$ cat src/rtl/wash_cycle_ctrl_pkg.sv
// Shared definitions for the washing-machine sequencer: the state
// encoding seen by the LED display, and small helpers that describe
// how the wash programme moves from one phase to the next.
package wash_cycle_ctrl_pkg;

  // State codes are part of the display interface and must not change.
  typedef enum logic [2:0] {
    ST_FREE   = 3'b000,
    ST_SUPPLY = 3'b001,
    ST_RINSE  = 3'b011,
    ST_DRAIN  = 3'b010,
    ST_DEHYD  = 3'b110,
    ST_WARN   = 3'b100
  } wm_state_t;

  // True for the four phases that run against the seconds countdown.
  function automatic logic is_timed(input wm_state_t s);
    case (s)
      ST_SUPPLY, ST_RINSE, ST_DRAIN, ST_DEHYD: return 1'b1;
      default:                                 return 1'b0;
    endcase
  endfunction

  // Phase that follows a timed phase once its countdown expires.
  // Draining loops back to supply while more rinse rounds remain.
  function automatic wm_state_t after_phase(input wm_state_t s,
                                            input logic [1:0] rounds);
    case (s)
      ST_SUPPLY: return ST_RINSE;
      ST_RINSE:  return ST_DRAIN;
      ST_DRAIN:  return (rounds > 2'd1) ? ST_SUPPLY : ST_DEHYD;
      ST_DEHYD:  return ST_FREE;
      default:   return ST_FREE;
    endcase
  endfunction

  // Seconds loaded into the countdown on entry to a phase; zero for
  // anything that is not a timed phase.
  function automatic logic [7:0] phase_secs(input wm_state_t s,
                                            input logic [7:0] t_supply,
                                            input logic [7:0] t_rinse,
                                            input logic [7:0] t_drain,
                                            input logic [7:0] t_dehyd);
    case (s)
      ST_SUPPLY: return t_supply;
      ST_RINSE:  return t_rinse;
      ST_DRAIN:  return t_drain;
      ST_DEHYD:  return t_dehyd;
      default:   return 8'd0;
    endcase
  endfunction

endpackage

$ cat src/rtl/wash_cycle_ctrl_sec_prescaler.sv
// One-second time base for the sequencer. A counter divides the system
// clock down to a half-second and toggles the displayed square wave.
// After a restart the wave sits high for a full half-second, then low for
// a full half-second; the wrap that ends the low half closes one complete
// second, and that is where the tick is raised, so a phase of T seconds
// spans exactly T*CLK_HZ clocks from its entry.
module sec_prescaler #(
  parameter int CLK_HZ = 24_000_000
) (
  input  logic clk,
  input  logic rst,
  input  logic restart,
  output logic second,
  output logic tick
);

  localparam int HALF = CLK_HZ / 2;
  localparam int W    = (HALF > 1) ? $clog2(HALF) : 1;
  localparam logic [W-1:0] LAST = W'(HALF - 1);

  logic [W-1:0] cnt_r;
  logic         second_r;

  // Half-second counter and square-wave toggle; restart realigns both.
  always_ff @(posedge clk or negedge rst) begin
    if (!rst) begin
      cnt_r    <= '0;
      second_r <= 1'b1;
    end else if (restart) begin
      cnt_r    <= '0;
      second_r <= 1'b1;
    end else if (cnt_r == LAST) begin
      cnt_r    <= '0;
      second_r <= ~second_r;
    end else begin
      cnt_r    <= cnt_r + W'(1);
      second_r <= second_r;
    end
  end

  assign second = second_r;
  // Raised on the last clock of the low half, i.e. a full second elapsed.
  assign tick   = (cnt_r == LAST) & ~second_r;

endmodule

$ cat src/rtl/wash_cycle_ctrl.sv
// Washing-machine sequencer. Runs ROUNDS supply/rinse/drain rounds, then
// dehydrates, then returns to Free. Opening the lid during any timed phase
// parks the machine in Warning with the countdown frozen; an ack with the
// lid closed resumes the interrupted phase where it left off.
module wash_cycle_ctrl
  import wash_cycle_ctrl_pkg::*;
#(
  parameter int CLK_HZ   = 24_000_000,
  parameter int T_SUPPLY = 10,
  parameter int T_RINSE  = 20,
  parameter int T_DRAIN  = 10,
  parameter int T_DEHYD  = 15,
  parameter int ROUNDS   = 2
) (
  input  logic       clk,
  input  logic       rst,
  input  logic       start,
  input  logic       lid_open,
  input  logic       ack,
  output logic [2:0] state,
  output logic       second,
  output logic       clr,
  output logic [7:0] sec_left,
  output logic [1:0] round_left,
  output logic       done
);

  localparam logic [7:0] SEC_SUPPLY = 8'(T_SUPPLY);
  localparam logic [7:0] SEC_RINSE  = 8'(T_RINSE);
  localparam logic [7:0] SEC_DRAIN  = 8'(T_DRAIN);
  localparam logic [7:0] SEC_DEHYD  = 8'(T_DEHYD);
  localparam logic [1:0] ROUNDS_LD  = 2'(ROUNDS);

  wm_state_t  state_r;
  wm_state_t  state_nxt_s;
  wm_state_t  resume_r;
  wm_state_t  resume_nxt_s;
  logic [7:0] sec_r;
  logic [7:0] sec_nxt_s;
  logic [1:0] round_r;
  logic [1:0] round_nxt_s;
  logic       done_r;
  logic       done_nxt_s;
  logic       clr_r;
  logic       tick_s;
  logic       second_s;
  logic       timed_s;
  logic       expire_s;
  logic       change_s;

  assign timed_s  = is_timed(state_r);
  // A tick on the last remaining second ends the phase instead of counting.
  assign expire_s = timed_s & tick_s & (sec_r == 8'd1);
  // Every state change restarts the time base so the new phase gets full seconds.
  assign change_s = (state_nxt_s != state_r);

  sec_prescaler #(
    .CLK_HZ (CLK_HZ)
  ) u_prescaler (
    .clk     (clk),
    .rst     (rst),
    .restart (change_s),
    .second  (second_s),
    .tick    (tick_s)
  );

  // State register.
  always_ff @(posedge clk or negedge rst) begin
    if (!rst) begin
      state_r <= ST_FREE;
    end else begin
      state_r <= state_nxt_s;
    end
  end

  // Next-state selection; lid_open takes priority over an expiring phase.
  always_comb begin
    state_nxt_s = state_r;
    case (state_r)
      ST_FREE: begin
        if (start) begin
          state_nxt_s = ST_SUPPLY;
        end else begin
          state_nxt_s = ST_FREE;
        end
      end
      ST_SUPPLY, ST_RINSE, ST_DRAIN, ST_DEHYD: begin
        if (lid_open) begin
          state_nxt_s = ST_WARN;
        end else if (expire_s) begin
          state_nxt_s = after_phase(state_r, round_r);
        end else begin
          state_nxt_s = state_r;
        end
      end
      ST_WARN: begin
        if (ack && !lid_open) begin
          state_nxt_s = resume_r;
        end else begin
          state_nxt_s = ST_WARN;
        end
      end
      default: begin
        state_nxt_s = ST_FREE;
      end
    endcase
  end

  // Countdown, round counter, resume point and done pulse for the next clock.
  always_comb begin
    sec_nxt_s    = sec_r;
    round_nxt_s  = round_r;
    resume_nxt_s = resume_r;
    done_nxt_s   = 1'b0;
    case (state_r)
      ST_FREE: begin
        if (start) begin
          sec_nxt_s   = SEC_SUPPLY;
          round_nxt_s = ROUNDS_LD;
        end else begin
          sec_nxt_s   = sec_r;
          round_nxt_s = round_r;
        end
      end
      ST_SUPPLY, ST_RINSE, ST_DRAIN, ST_DEHYD: begin
        if (lid_open) begin
          // Countdown and rounds stay frozen while the lid is open.
          resume_nxt_s = state_r;
        end else if (expire_s) begin
          sec_nxt_s = phase_secs(state_nxt_s, SEC_SUPPLY, SEC_RINSE,
                                 SEC_DRAIN, SEC_DEHYD);
          if (state_r == ST_DRAIN && round_r > 2'd1) begin
            round_nxt_s = round_r - 2'd1;
          end else if (state_r == ST_DEHYD) begin
            round_nxt_s = 2'd0;
            done_nxt_s  = 1'b1;
          end else begin
            round_nxt_s = round_r;
          end
        end else if (tick_s && sec_r > 8'd1) begin
          sec_nxt_s = sec_r - 8'd1;
        end else begin
          sec_nxt_s = sec_r;
        end
      end
      ST_WARN: begin
        // Resuming keeps the frozen countdown; nothing to load here.
        sec_nxt_s = sec_r;
      end
      default: begin
        sec_nxt_s    = 8'd0;
        round_nxt_s  = 2'd0;
        resume_nxt_s = ST_FREE;
      end
    endcase
  end

  // Datapath registers holding countdown, rounds and the resume point.
  always_ff @(posedge clk or negedge rst) begin
    if (!rst) begin
      sec_r    <= 8'd0;
      round_r  <= 2'd0;
      resume_r <= ST_FREE;
    end else begin
      sec_r    <= sec_nxt_s;
      round_r  <= round_nxt_s;
      resume_r <= resume_nxt_s;
    end
  end

  // Display strobes: clr low for the clock after each state change, done pulse.
  always_ff @(posedge clk or negedge rst) begin
    if (!rst) begin
      clr_r  <= 1'b1;
      done_r <= 1'b0;
    end else begin
      clr_r  <= ~change_s;
      done_r <= done_nxt_s;
    end
  end

  assign state      = state_r;
  assign second     = second_s;
  assign clr        = clr_r;
  assign sec_left   = sec_r;
  assign round_left = round_r;
  assign done       = done_r;

endmodule

$ cat config.mk
export PLATFORM = sky130hd
export DESIGN_NAME = wash_cycle_ctrl
export DESIGN_NICKNAME = d
export VERILOG_FILES = /design/src/rtl/wash_cycle_ctrl_pkg.sv /design/src/rtl/wash_cycle_ctrl_sec_prescaler.sv /design/src/rtl/wash_cycle_ctrl.sv
export SDC_FILE = /design/constraint.sdc
export NUM_CORES = 1
export LEC_CHECK = 0
export CORE_ASPECT_RATIO = 0.6
export CORE_MARGIN = 10
export CORE_UTILIZATION = 30
export CTS_BUF_LIST = sky130_fd_sc_hd__clkbuf_4
export CTS_CLUSTER_DIAMETER = 200
export DETAILED_ROUTE_END_ITERATION = 8
export PLACE_DENSITY = 0.58
export SKIP_LAST_GASP = 1
export SLEW_MARGIN = 20
export SYNTH_ARGS = -nofsm -noshare
export SYNTH_HDL_FRONTEND = slang
export SYNTH_SLANG_ARGS = --single-unit
$ cat constraint.sdc
create_clock -name clk -period 2.8 [get_ports clk]
set_input_delay 0.28 -clock clk [delete_from_list [all_inputs] [get_ports clk]]
set_output_delay 0.28 -clock clk [all_outputs]
set_load 0.05 [all_outputs]
==> results.md <==
- Status: finished clean
- Worst-path clk slew: approximately 0.15 ns
- Nets: 313
- Data required time of the worst path: ~3.1 ns
- Post-synthesis simple-gate area fraction: 0.255
- Sink Count: 43
- Share of cells above drive strength 1: 0.128
- Core ar.: between 0.008 and 0.009 sq mm
- ANT cells: 0
- Minimum clock period: about 2.7 ns
- Post-Synth Adder-Cell Area: 0.0196
- Vias in the first global route: 1995
- Finished Cell Area: ~0.003 sq mm
- Syn Inst Count: about 280
- Root Driver: clkbuf_4
- First-pass GRT wire length: 10800 um
- Mapped Avg Cell Area: 9.30 sq um
- Fraction of registers with async set/reset: 1.00
- Largest family of logic cells by synthesized area: simple AND/OR/NAND/NOR gates
- Post-synthesis compound-gate area fraction: 0.165
- # IOs: 21
- First-pass DRT Iterations: 4
- Register area share after synthesis: 0.422
- Initial detailed-routing violation count: 140
- DP HPWL: 4740 um
- Largest net degree at the start of global routing: 44
- WL final: 6420 um
- Worst r2r path cells: 8
- Chip width: between 100 and 150 um
- EDFF count, synth: 0
- RSZ-0062 raised after global routing: no
- Critical Path AT: around 3 ns
- Final setup TNS: 0 ns
- Clock Skew: 0.0144 ns
- Cell Count, Final, Fillers Out: about 410
- Port bufs: 20
- Worst-Skew Late Latency: 0.37 ns
- Total number of vias: approximately 2100
- Syn-to-layout area delta: 17.0%
- Deepest clock path buffer count: 2
- Net Count, Synth: about 280
- CTS tree: built
- Initial Utilization: 0.317
- Post-synthesis xor/xnor area fraction: 0.0925
- Pwr Density: 907 mW/mm^2
- Final Slew Violations: 0
- Crit end category: flip-flop
- Tightest Pin Transition: between 0.5 and 0.6 ns
- Drc violations: 0
- Yosys warns: 0
- Worst hold margin: approximately 0.42 ns
- Mux cell area share after synthesis: 0.00440
- Max frequency: 377 MHz
- Via density: between 5 and 6
- Total GRT Usage: 0.102
- Total CTS buffers: 5
- Final ANT Viol Nets: 0
- Critical path class: reg2reg
- Die area: approximately 0.013 sq mm
- Leak Pwr: 0.00120 uW
- Die span in y: 91.5 um
- Critical Path Start Type: flip-flop
- Worst VDD drop: between 500 and 600 uV
- Routability cong.: about 0.88
- Slew margin rel.: 0.621
- Final Hold Violating Endpoints: 0
- Top_reg_cell synth: dfrtp_1
- Syn Std Cell Area: around 0.0026 sq mm
- # rows: 25
- Synth unique cells: 62
- Initial antenna violation count: 0
- Inst Count DP: 403
- Max-Cap Viols: 0
- Count of final setup violators: 0
- Wire per inst: roughly 16 um
- DP Area: 0.00290 sq mm
- Worst hold path class: in2async
- Fin crit share: 0.948
- FF+latch count, synth: 43
- Grt total ovfl: 0
- H-tree depth: 2
- Crit-path max FO: 12
==> through the flow <==
| stage | utilization | total power (uW) | setup WS, ns |
|---|---|---|---|
| floorplan | - | 1900 | 0.214 |
| global placement | 0.360 | 2330 | 0.174 |
| detailed placement | 0.360 | 2340 | 0.187 |
| CTS | 0.367 | 2660 | 0.159 |
| global route | 0.371 | 2910 | 0.0113 |
| finish | 0.371 | 2710 | 0.145 |
==> layer usage <==
layer  vias to the layer above  GRT usage  share of wire
li1                       1031          -              -
met1                       988      0.155           0.54
met2                        61      0.126           0.36
met3                         2     0.0432          0.094
met4                         0     0.0156         0.0030
met5                         -          0              0
==> final timing paths <==
path	start	to	slack, ns
max	sec_left[0]	sec_left[0]	0.14
min	rst	u_prescaler.cnt_r[13]	0.42
max reg2reg	sec_left[0]	sec_left[0]	0.14
min reg2reg	u_prescaler.cnt_r[0]	u_prescaler.cnt_r[0]	0.50
max in group asynchronous	rst	u_prescaler.second	1.97
min in group clk	u_prescaler.cnt_r[0]	u_prescaler.cnt_r[0]	0.50
==> synth_stat cells (4+ instances only) <==
master    number  area [sq um]
o31ai_1        5          37.5
o21ai_0       10          50.1
nor3_1         5          25.0
ha_1           4          50.1
nand2_1       15          56.3
xor2_1        10          87.6
and3_1         6          37.5
nand3_1       14          70.1
dfrtp_1       41          1030
a21oi_1       12          60.1
xnor2_1       17           149
inv_1         12          45.0
buf_2          4          20.0
nor2_1        47           176
nand2b_1       5          31.3
==> sequential cells by signal (all words and copies together), names as in the netlist <==
| signal | flops |
|---|---|
| clr | 1 |
| round_left | 2 |
| u_prescaler.cnt_r | 24 |
| state | 3 |
| resume_r | 3 |
| sec_left | 8 |
| u_prescaler.second | 1 |
| done | 1 |
==> critical path, stage by stage, from the launching register on <==
cell	delay [ns]
dfrtp_1	0.48
inv_1	0.09
ha_1	0.17
or3b_2	0.50
o31ai_2	0.32
nor3_1	0.10
a221oi_2	0.31
buf_4	0.23
mux2_2	0.34
==> repair_timing <==
item                                    4_1_cts  5_1_grt
hold buffers                                  0        1
hold endpoints to repair                      0       41
endpoints found under the setup margin        0       16
gates resized for setup                       0        1
setup buffers                                 0        1
==> logic make-up (layout without fill, tap and decap cells) <==
group,Yosys count,after routing
AO/OA/AOI/OAI,55,55
XOR/XNOR,27,27
adder cells (fa/ha/maj),4,4
buffers and inverters,22,52
flip-flops,43,43
multiplexers,1,1
AND/OR/NAND/NOR,123,123
==> final cells by class <==
cell class / count / area (sq um)
fill: 837 / 5080
multi-input combinational: 210 / 1370
sequential: 43 / 1080
timing repair buffer: 32 / 303
tap: 108 / 135
inverter: 12 / 45.0
clock buffer: 5 / 37.5
clock inverter: 3 / 20.0
==> layout by cell type (no fill, tap or decap), drive strengths merged, types with 3 or more instances in the layout <==
cell / n
ha: 4
nand4: 3
and4: 4
buf: 12
inv: 12
nor3: 5
nor2: 47
xor2: 10
o31ai: 6
and3: 7
clkbuf: 5
and2: 4
nand3: 15
xnor2: 17
or4: 3
nor4: 3
o21ai: 12
a21oi: 12
o2111ai: 3
nor4b: 4
nand2: 16
nand2b: 5
clkdlybuf4s50: 19
dfrtp: 41
==> report_power, final <==
part	switching [uW]	internal, uW
Clock	225	96.2
Combinational	941	564
Sequential	159	728
Note: power is estimated with default switching activity, not from simulation.
